==> src/rtl/alu_pkg.sv <==
// Shared KLP32 ALU definitions: datapath widths and op encodings for the result mux.
package alu_pkg;

    localparam int XLEN    = 32;
    localparam int SHAMT_W = 5;

    typedef enum logic [3:0] {
        ALU_ADD  = 4'd0,
        ALU_SUB  = 4'd1,
        ALU_SLL  = 4'd2,
        ALU_SLT  = 4'd3,
        ALU_SLTU = 4'd4,
        ALU_XOR  = 4'd5,
        ALU_SRL  = 4'd6,
        ALU_SRA  = 4'd7,
        ALU_OR   = 4'd8,
        ALU_AND  = 4'd9
    } alu_op_e;

endpackage

==> src/rtl/sll_stage.sv <==
// One barrel-shifter level: shifts left by STAGE_SHIFT when en is set.
// Latency: combinational.
// Backpressure: none.
module sll_stage
    import alu_pkg::*;
#(
    parameter int STAGE_SHIFT = 1
) (
    input  logic [XLEN-1:0] data,
    input  logic            en,
    output logic [XLEN-1:0] shifted
);

    assign shifted = en ? (data << STAGE_SHIFT) : data;

endmodule

==> src/rtl/sll_32.sv <==
// 32-bit logical left shifter for SLL/SLLI using five log-depth mux stages.
// Latency: 1 cycle, registered result and out_valid.
// Backpressure: none; accepts one operation per cycle.
module sll_32
    import alu_pkg::*;
(
    input  logic            clk,
    input  logic            rst_n,
    input  logic [XLEN-1:0] X,
    input  logic [XLEN-1:0] shift,
    input  logic            in_valid,
    output logic [XLEN-1:0] result,
    output logic            out_valid
);

    logic [SHAMT_W-1:0] shamt;
    logic [XLEN-1:0]    stage_dat [SHAMT_W+1];
    logic               unused_shift_hi;

    // RV32I uses only the low five bits of the shift operand.
    assign shamt           = shift[SHAMT_W-1:0];
    assign unused_shift_hi = ^shift[XLEN-1:SHAMT_W];
    assign stage_dat[0]    = X;

    for (genvar i = 0; i < SHAMT_W; i++) begin : g_stage
        sll_stage #(
            .STAGE_SHIFT(1 << i)
        ) u_stage (
            .data   (stage_dat[i]),
            .en     (shamt[i]),
            .shifted(stage_dat[i+1])
        );
    end

    always_ff @(posedge clk or negedge rst_n) begin
        if (!rst_n) begin
            result    <= '0;
            out_valid <= 1'b0;
        end else begin
            out_valid <= in_valid;
            if (in_valid) begin
                result <= stage_dat[SHAMT_W];
            end
        end
    end

endmodule

==> config.mk <==
export PLATFORM = sky130hd
export DESIGN_NAME = sll_32
export DESIGN_NICKNAME = d
export VERILOG_FILES = /design/src/rtl/alu_pkg.sv /design/src/rtl/sll_stage.sv /design/src/rtl/sll_32.sv
export SDC_FILE = /design/constraint.sdc
export NUM_CORES = 1
export LEC_CHECK = 0
export ABC_AREA = 1
export BUFFER_PORTS_ARGS = -buffer_cell sky130_fd_sc_hd__buf_4
export CORE_ASPECT_RATIO = 0.7
export CORE_UTILIZATION = 42
export CTS_CLUSTER_SIZE = 8
export DETAILED_ROUTE_END_ITERATION = 16
export PLACE_DENSITY_LB_ADDON = 0.12
export SLEW_MARGIN = 20
export SYNTH_ARGS = -nofsm -noshare
export SYNTH_HDL_FRONTEND = slang
export SYNTH_SLANG_ARGS = --single-unit
==> constraint.sdc <==
create_clock -name clk -period 0.8 [get_ports clk]
set_input_delay 0.16 -clock clk [delete_from_list [all_inputs] [get_ports clk]]
set_output_delay 0.16 -clock clk [all_outputs]
set_load 0.1 [all_outputs]
==> out/results.ini, run 1 <==
[synth]
ys_seq_area_share_pct = 31.6
ys_types = 17
yosysTopAreaCell = nand3_1
yosys_warnings = 0
syn_nets = 491
postSynthAreaPerCell_sq_um = 6.17
syn_area_sq_mm = 0.00262
synthCells = 424
yosys-top-cells-area = nand3_1, dfrtp_1, nand2_1, buf_2, clkbuf_1
synth-seq-cells = 33
synthDominantCellAreaShare_pct = 40.4

[cts]
postCtsSetupRepairBufs = 3
h-tree-depth = 2
cts_hold_buf = 1
numCtsBuffers = 5
clock_path_buffers = 2
clock-sinks = 33
cts_resized = 353
cts_root_buf = clkbuf_8

[placement]
gp_congestion = 0.903
placed_area_sq_mm = 0.00398
post-dp-hpwl_microns = 7560
portBuffers = 72

[die]
start_util_pct = 44.5
rows = 23
die_h_microns = 68.0
io_pins = 100
die_x_microns = 96.3

[status]
error = [ERROR DPL-0038] Utilization greater than 100%, impossible to legalize
status = stopped before the end
stop_stage = 4_1_cts

cells by family after synthesis:
logic type | count (synthesis) | share of synthesized area, %
compound gates | 11 | 2.58
simple gates | 341 | 59.4
flops | 33 | 31.6
buf+inv | 39 | 6.41
synthesized netlist by cell type:
cell type  number
o21a_1          1
buf_2          17
nand2_1       121
o21ai_1         1
buf_1           2
nor2_1          5
dfrtp_1        33
inv_1           3
a22oi_1         1
nand3_1       211
a22o_1          2
o21ai_0         5
nand4_1         4
inv_2           3
a21oi_1         1
clkbuf_1       13
clkinv_1        1
through the flow:
stage | hold WS [ns] | setup TNS (ns) | std cells | setup WS, ns
after floorplan | -0.136 | -4.53 | 424 | -0.179
after detailed placement | 0.115 | -15.72 | 572 | -0.524
after global placement | 0.112 | -15.15 | 572 | -0.518
==> inputs of run 2 (changes only) <==
Settings changed: CORE_ASPECT_RATIO 0.7 to default, CORE_UTILIZATION 42 to 27, CTS_CLUSTER_SIZE 8 to default, PLACE_DENSITY_LB_ADDON 0.12 to 0.15.
Clock period 0.8 ns to 1.05 ns, I/O delays scaled along.
==> run 2 against run 1 <==
  * Area after synthesis is the same
  * Synthesized cell count is the same
  * The flow now finishes, with violations (setup timing)
==> out/results.ini, run 2 <==
[cells_and_area]
drive_above_1_share_pct = 51.5
final_common_cell = nand3_1
antenna_cells = 0
top_regs = result x32, out_valid x1
finalNetCount = 581
top_register = result
syn_to_final_growth_pct = 80.6
layout.cells.most_common_list = nand3_1, nand2_1, nand3_2
largest_reg_flops = 32
final_area_sq_mm = 0.00472

[power]
pwr-share-comb_pct = 54.0
vdd_drop_max_uv = 706
p_sw_mw = 2.57
power_frac_seq_pct = 28.6
p_int_mw = 2.98
leakagePower_nw = 2.14
clkPwrFrac_pct = 17.4
swShare_pct = 46.3
power_density_mw_per_mm2 = 1180

[placement]
portBuffers = 72
post-dp-hpwl_microns = 8180
place_ws_ns = -0.326
gp_congestion = 0.931
placed_area_sq_mm = 0.00394

[detailed_routing]
avgViaCountPerCell = 5.40
drt-total-wl_microns = 11100
drt_iter0_markers = 349
first_pass_iters = 6
route.detailed.drc = 0
vias = 3477
final_antenna_net_count = 0
wl_per_cell_microns = 17.2

[grt]
grt_max_degree = 34
grtUsageMet2_pct = 36.6
grt_overflow_total = 0
met3_usage_pct = 2.58
track_usage_pct = 22.0
grt_pass1_wl_microns = 17100
grt-busiest-layer = met2
grt_use_met1_pct = 29.9
first_global_vias = 3344
grt_antenna_before_repair = 0

[cts]
cts_root_buf = clkbuf_8
clock-sinks = 33
clock_path_buffers = 2
numCtsBuffers = 5
cts_tree = yes
h-tree-depth = 2
clkSlewWorstSetupHoldPaths_ns = 0.08
clk_latency_ns = 0.28

[synth]
syn_nets = 491
synthDominantCellAreaShare_pct = 40.4
syn_area_sq_mm = 0.00262
postSynthAreaPerCell_sq_um = 6.17
ys.flop_type = dfrtp_1
synth.top_cells.by_count = nand3_1, nand2_1, dfrtp_1
async_flop_share_pct = 100
synth_edf_count = 0
yosysMostFrequentCell = nand3_1
yosysTopAreaCell = nand3_1
synth-seq-cells = 33
ys_seq_area_share_pct = 31.6
synthCells = 424
yosys-top-cells-area = nand3_1, dfrtp_1, nand2_1, buf_2, clkbuf_1
yosys_warnings = 0
ys_types = 17

[sta]
fin_crit_sh_pct = 108
setup_viol = 34
clock_skew_ns = 0
tightestPinTransition_ns = 0.487
finalHoldViolations = 0
fmax_mhz = 879
worst_slack_ns = -0.0876
rsz0062_at_grt = true
max_slew_margin_pct = 67.5
maxSlewViolCount = 0
period_needed_ns = 1.14

[die]
rows = 35
die_x_microns = 100
start_util_pct = 28.0
core-area_sq_mm = 0.00933
io_pins = 100
fp.dieArea_sq_mm = 0.0101
die_h_microns = 100

[setup_path]
path_class = flop to output pin
worst_setup_path_end_kind = output pin
crit_path_max_incr_delay_ns = 0.45
cp_slowest_cell = dfrtp_2
crit_family = flip-flops
cp_max_fo = 2
cp.arrival_ns = 0.93
critPathLaunchType = flop
crit_buf_inv = 1
path_cells = buf_12
crit_required_ns = 0.84

[worst_hold_path]
min_path_type = input pin to flop

[run]
max_cap_violations = 0

[status]
status = finished, violations left
failed_checks = setup timing

-- run 2: final timing paths --
check | startpoint | slack, ns | endpoint | depth (start not counted)
worst max register to register | result[17] | 0.23 | result[17] | 2
worst min register to register | result[6] | 0.52 | result[6] | 2
worst min-delay path | in_valid | 0.04 | out_valid | 1
worst max-delay path | result[28] | -0.09 | result[28] | 1
max in group asynchronous | rst_n | 0.31 | result[23] | 2
min in group asynchronous | rst_n | 0.40 | result[8] | 2
-- run 2: per-stage QoR --
stage | TNS [ns] | total power [mW] | hold slack, ns | util [%] | cells
final | -1.73 | 5.55 | 0.0376 | 50.6 | 644
after CTS | -1.89 | 5.35 | 0.0341 | 46.6 | 640
after global routing | -2.63 | 5.80 | 0.0250 | 50.6 | 644
after floorplan | 0 | 3.31 | -0.0856 | - | 424
after global placement | -7.79 | 4.06 | 0.188 | 42.3 | 631
after detailed placement | -7.85 | 4.06 | 0.185 | 42.3 | 631
-- run 2: repair_timing --
action                                  in CTS  in global routing
gates cloned                                 0                  1
pin swaps                                    0                  1
setup buffers                                0                  3
resized for setup                           77                 78
hold endpoints to repair                    33                  0
endpoints found under the setup margin      38                 51
hold buffers                                 1                  0
-- run 2: power by group through the flow --
stage / Sequential, mW / Combinational [mW] / Clock, mW
after floorplan: 2.48 / 0.832 / 0
after global placement: 1.54 / 2.52 / 0
after detailed placement: 1.54 / 2.52 / 0
after CTS: 1.58 / 2.79 / 0.988
after global routing: 1.60 / 3.15 / 1.04
final: 1.59 / 3.00 / 0.966
-- run 2: cells by family after synthesis --
group / after synthesis / synth area share, %
DFF: 33 / 31.6
buffers and inverters: 39 / 6.41
and+or+nand+nor: 341 / 59.4
AOI/OAI and AO/OA: 11 / 2.58
-- run 2: layout make-up --
class	instances	area, sq um
flip-flops and latches	33	867
clock inverters	3	17.5
repair buffers	115	1410
clock buffers	5	68.8
multi-input cells	352	2160
well taps	129	161
fillers	930	4600
inverters	7	37.5
-- run 2: layer usage --
layer,part of all wire [%],vias to the layer above,wire length (microns)
met2,48,151,5350
met3,5.9,26,657
met5,0,-,0
li1,-,1664,-
met4,2.5,0,275
met1,43,1636,4810
Power figures use the tool's default switching activity.
==> inputs of run 3 (changes only) <==
Clock period 1.05 ns to 1.3 ns, I/O delays scaled along.
==> run 3 against run 2 <==
  * The flow now finishes without violations
  * Flip-flop and latch count stayed put
  * Final area down 25%
  * Global-route usage is 2.4 points lower
  * Combinational power fell by 37%
  * Wire length shrank 16%
  * Setup slack improved by 0.16 ns
  * Count of clock-buffer cells in the layout grew 1
  * Core utilization is 13 points lower
  * Largest power group unchanged
  * Highest routed layer unchanged
==> out/results.ini, run 3 (same netlist as run 2, synthesis figures left out) <==
[run]
max_cap_violations = 0

[sta]
tightestPinTransition_ns = 0.426
finalHoldViolations = 0
worst_slack_ns = 0.0773
setup_viol = 0
clock_skew_ns = 0
max_slew_margin_pct = 71.6
fmax_mhz = 818
period_needed_ns = 1.22
fin_crit_sh_pct = 94.1
rsz0062_at_grt = false
maxSlewViolCount = 0

[setup_path]
worst_setup_path_end_kind = output pin
critPathLaunchType = flop
cp.arrival_ns = 0.96
path_cells = buf_4
crit_path_max_incr_delay_ns = 0.37
cp_slowest_cell = dfrtp_1
path_class = flop to output pin
cp_max_fo = 2
crit_required_ns = 1.04
crit_family = flip-flops
crit_buf_inv = 1

[grt]
track_usage_pct = 19.6
grt_overflow_total = 0
grt_pass1_wl_microns = 15100
grt_max_degree = 34
first_global_vias = 2966
grt_antenna_before_repair = 0

[die]
rows = 35
fp.dieArea_sq_mm = 0.0101
core-area_sq_mm = 0.00933
die_x_microns = 100
start_util_pct = 28.0
io_pins = 100
die_h_microns = 100

[detailed_routing]
drt_iter0_markers = 242
route.detailed.drc = 0
final_antenna_net_count = 0
first_pass_iters = 7
avgViaCountPerCell = 5.13
wl_per_cell_microns = 15.0
vias = 3179
drt-total-wl_microns = 9290

[power]
vdd_drop_max_uv = 505
p_total_mw = 3.83
power_density_mw_per_mm2 = 1080
leakagePower_nw = 1.76

[placement]
portBuffers = 72
post-dp-hpwl_microns = 7290
place_ws_ns = -0.0972
gp_congestion = 0.900

[cells_and_area]
fillers = 1033
antenna_cells = 0
layout.cells.most_common_list = nand3_1, nand2_1, buf_4
finalNetCount = 557
largest_reg_flops = 32
top_register = result
top_regs = result x32, out_valid x1
final_common_cell = nand3_1
drive_above_1_share_pct = 20.4
syn_to_final_growth_pct = 35.4

[cts]
clkSlewWorstSetupHoldPaths_ns = 0.07
numCtsBuffers = 5
clock-sinks = 33
cts_root_buf = clkbuf_8
clk_latency_ns = 0.29
h-tree-depth = 2
clock_path_buffers = 2
cts_tree = yes

[worst_hold_path]
min_path_type = input pin to flop

[status]
status = finished, final reports clean

-- run 3: cell count changes in the layout (fill, tap and decap cells not counted), sizes merged --
| cell | delta |
|---|---|
| clkinvlp | -1 |
| buf | -23 |
-- run 3: power by group --
part | internal [mW] | switching, mW
sequential | 1.13 | 0.0662
clock | 0.371 | 0.380
combinational | 0.500 | 1.38
-- run 3: final timing paths --
check / start / endpoint / slack (ns) / cells past startpoint
hold reg to reg: result[6] / result[6] / 0.48 / 2
hold / removal: in_valid / out_valid / 0.09 / 1
setup / recovery: result[17] / result[17] / 0.08 / 1
setup reg to reg: result[16] / result[16] / 0.53 / 2
min in group asynchronous: rst_n / result[4] / 0.45 / 2
max in group asynchronous: rst_n / result[24] / 0.54 / 2
-- run 3: metal layers --
| metal | track usage [%] | up-vias | routed length (microns) |
|---|---|---|---|
| met5 | 0 | - | 0 |
| met4 | 3.68 | 0 | 80 |
| met3 | 3.69 | 7 | 388 |
| met2 | 34.4 | 90 | 4670 |
| met1 | 25.1 | 1472 | 4160 |
| li1 | - | 1610 | - |
-- run 3: layout make-up --
class | instances | area, sq um | share of cell area [%]
clock buffers | 6 | 72.6 | 2.05
clock inverters | 2 | 10.0 | 0.283
inverters | 7 | 26.3 | 0.742
multi-input cells | 352 | 1620 | 45.8
flip-flops and latches | 33 | 826 | 23.3
well taps | 129 | 161 | 4.56
repair buffers | 91 | 823 | 23.3
-- run 3: stage by stage --
| step | hold slack (ns) | instances | utilization (%) | setup TNS [ns] | cell area (sq um) |
|---|---|---|---|---|---|
| after floorplan | -0.0356 | 424 | - | 0 | 2620 |
| after global placement | 0.229 | 611 | 37.0 | -1.56 | 3450 |
| after detailed placement | 0.233 | 611 | 37.0 | -1.63 | 3450 |
| after CTS | 0.0831 | 620 | 38.0 | 0 | 3540 |
| after global routing | 0.0696 | 620 | 38.0 | 0 | 3540 |
| final | 0.0893 | 620 | 38.0 | 0 | 3540 |
-- run 3: repair_timing --
| item | 4_1_cts | 5_1_grt |
|---|---|---|
| resized for setup | 0 | 0 |
| setup buffers | 0 | 0 |
| hold buffers | 1 | 0 |
| hold endpoints to repair | 33 | 0 |
| setup endpoints to repair | 0 | 0 |
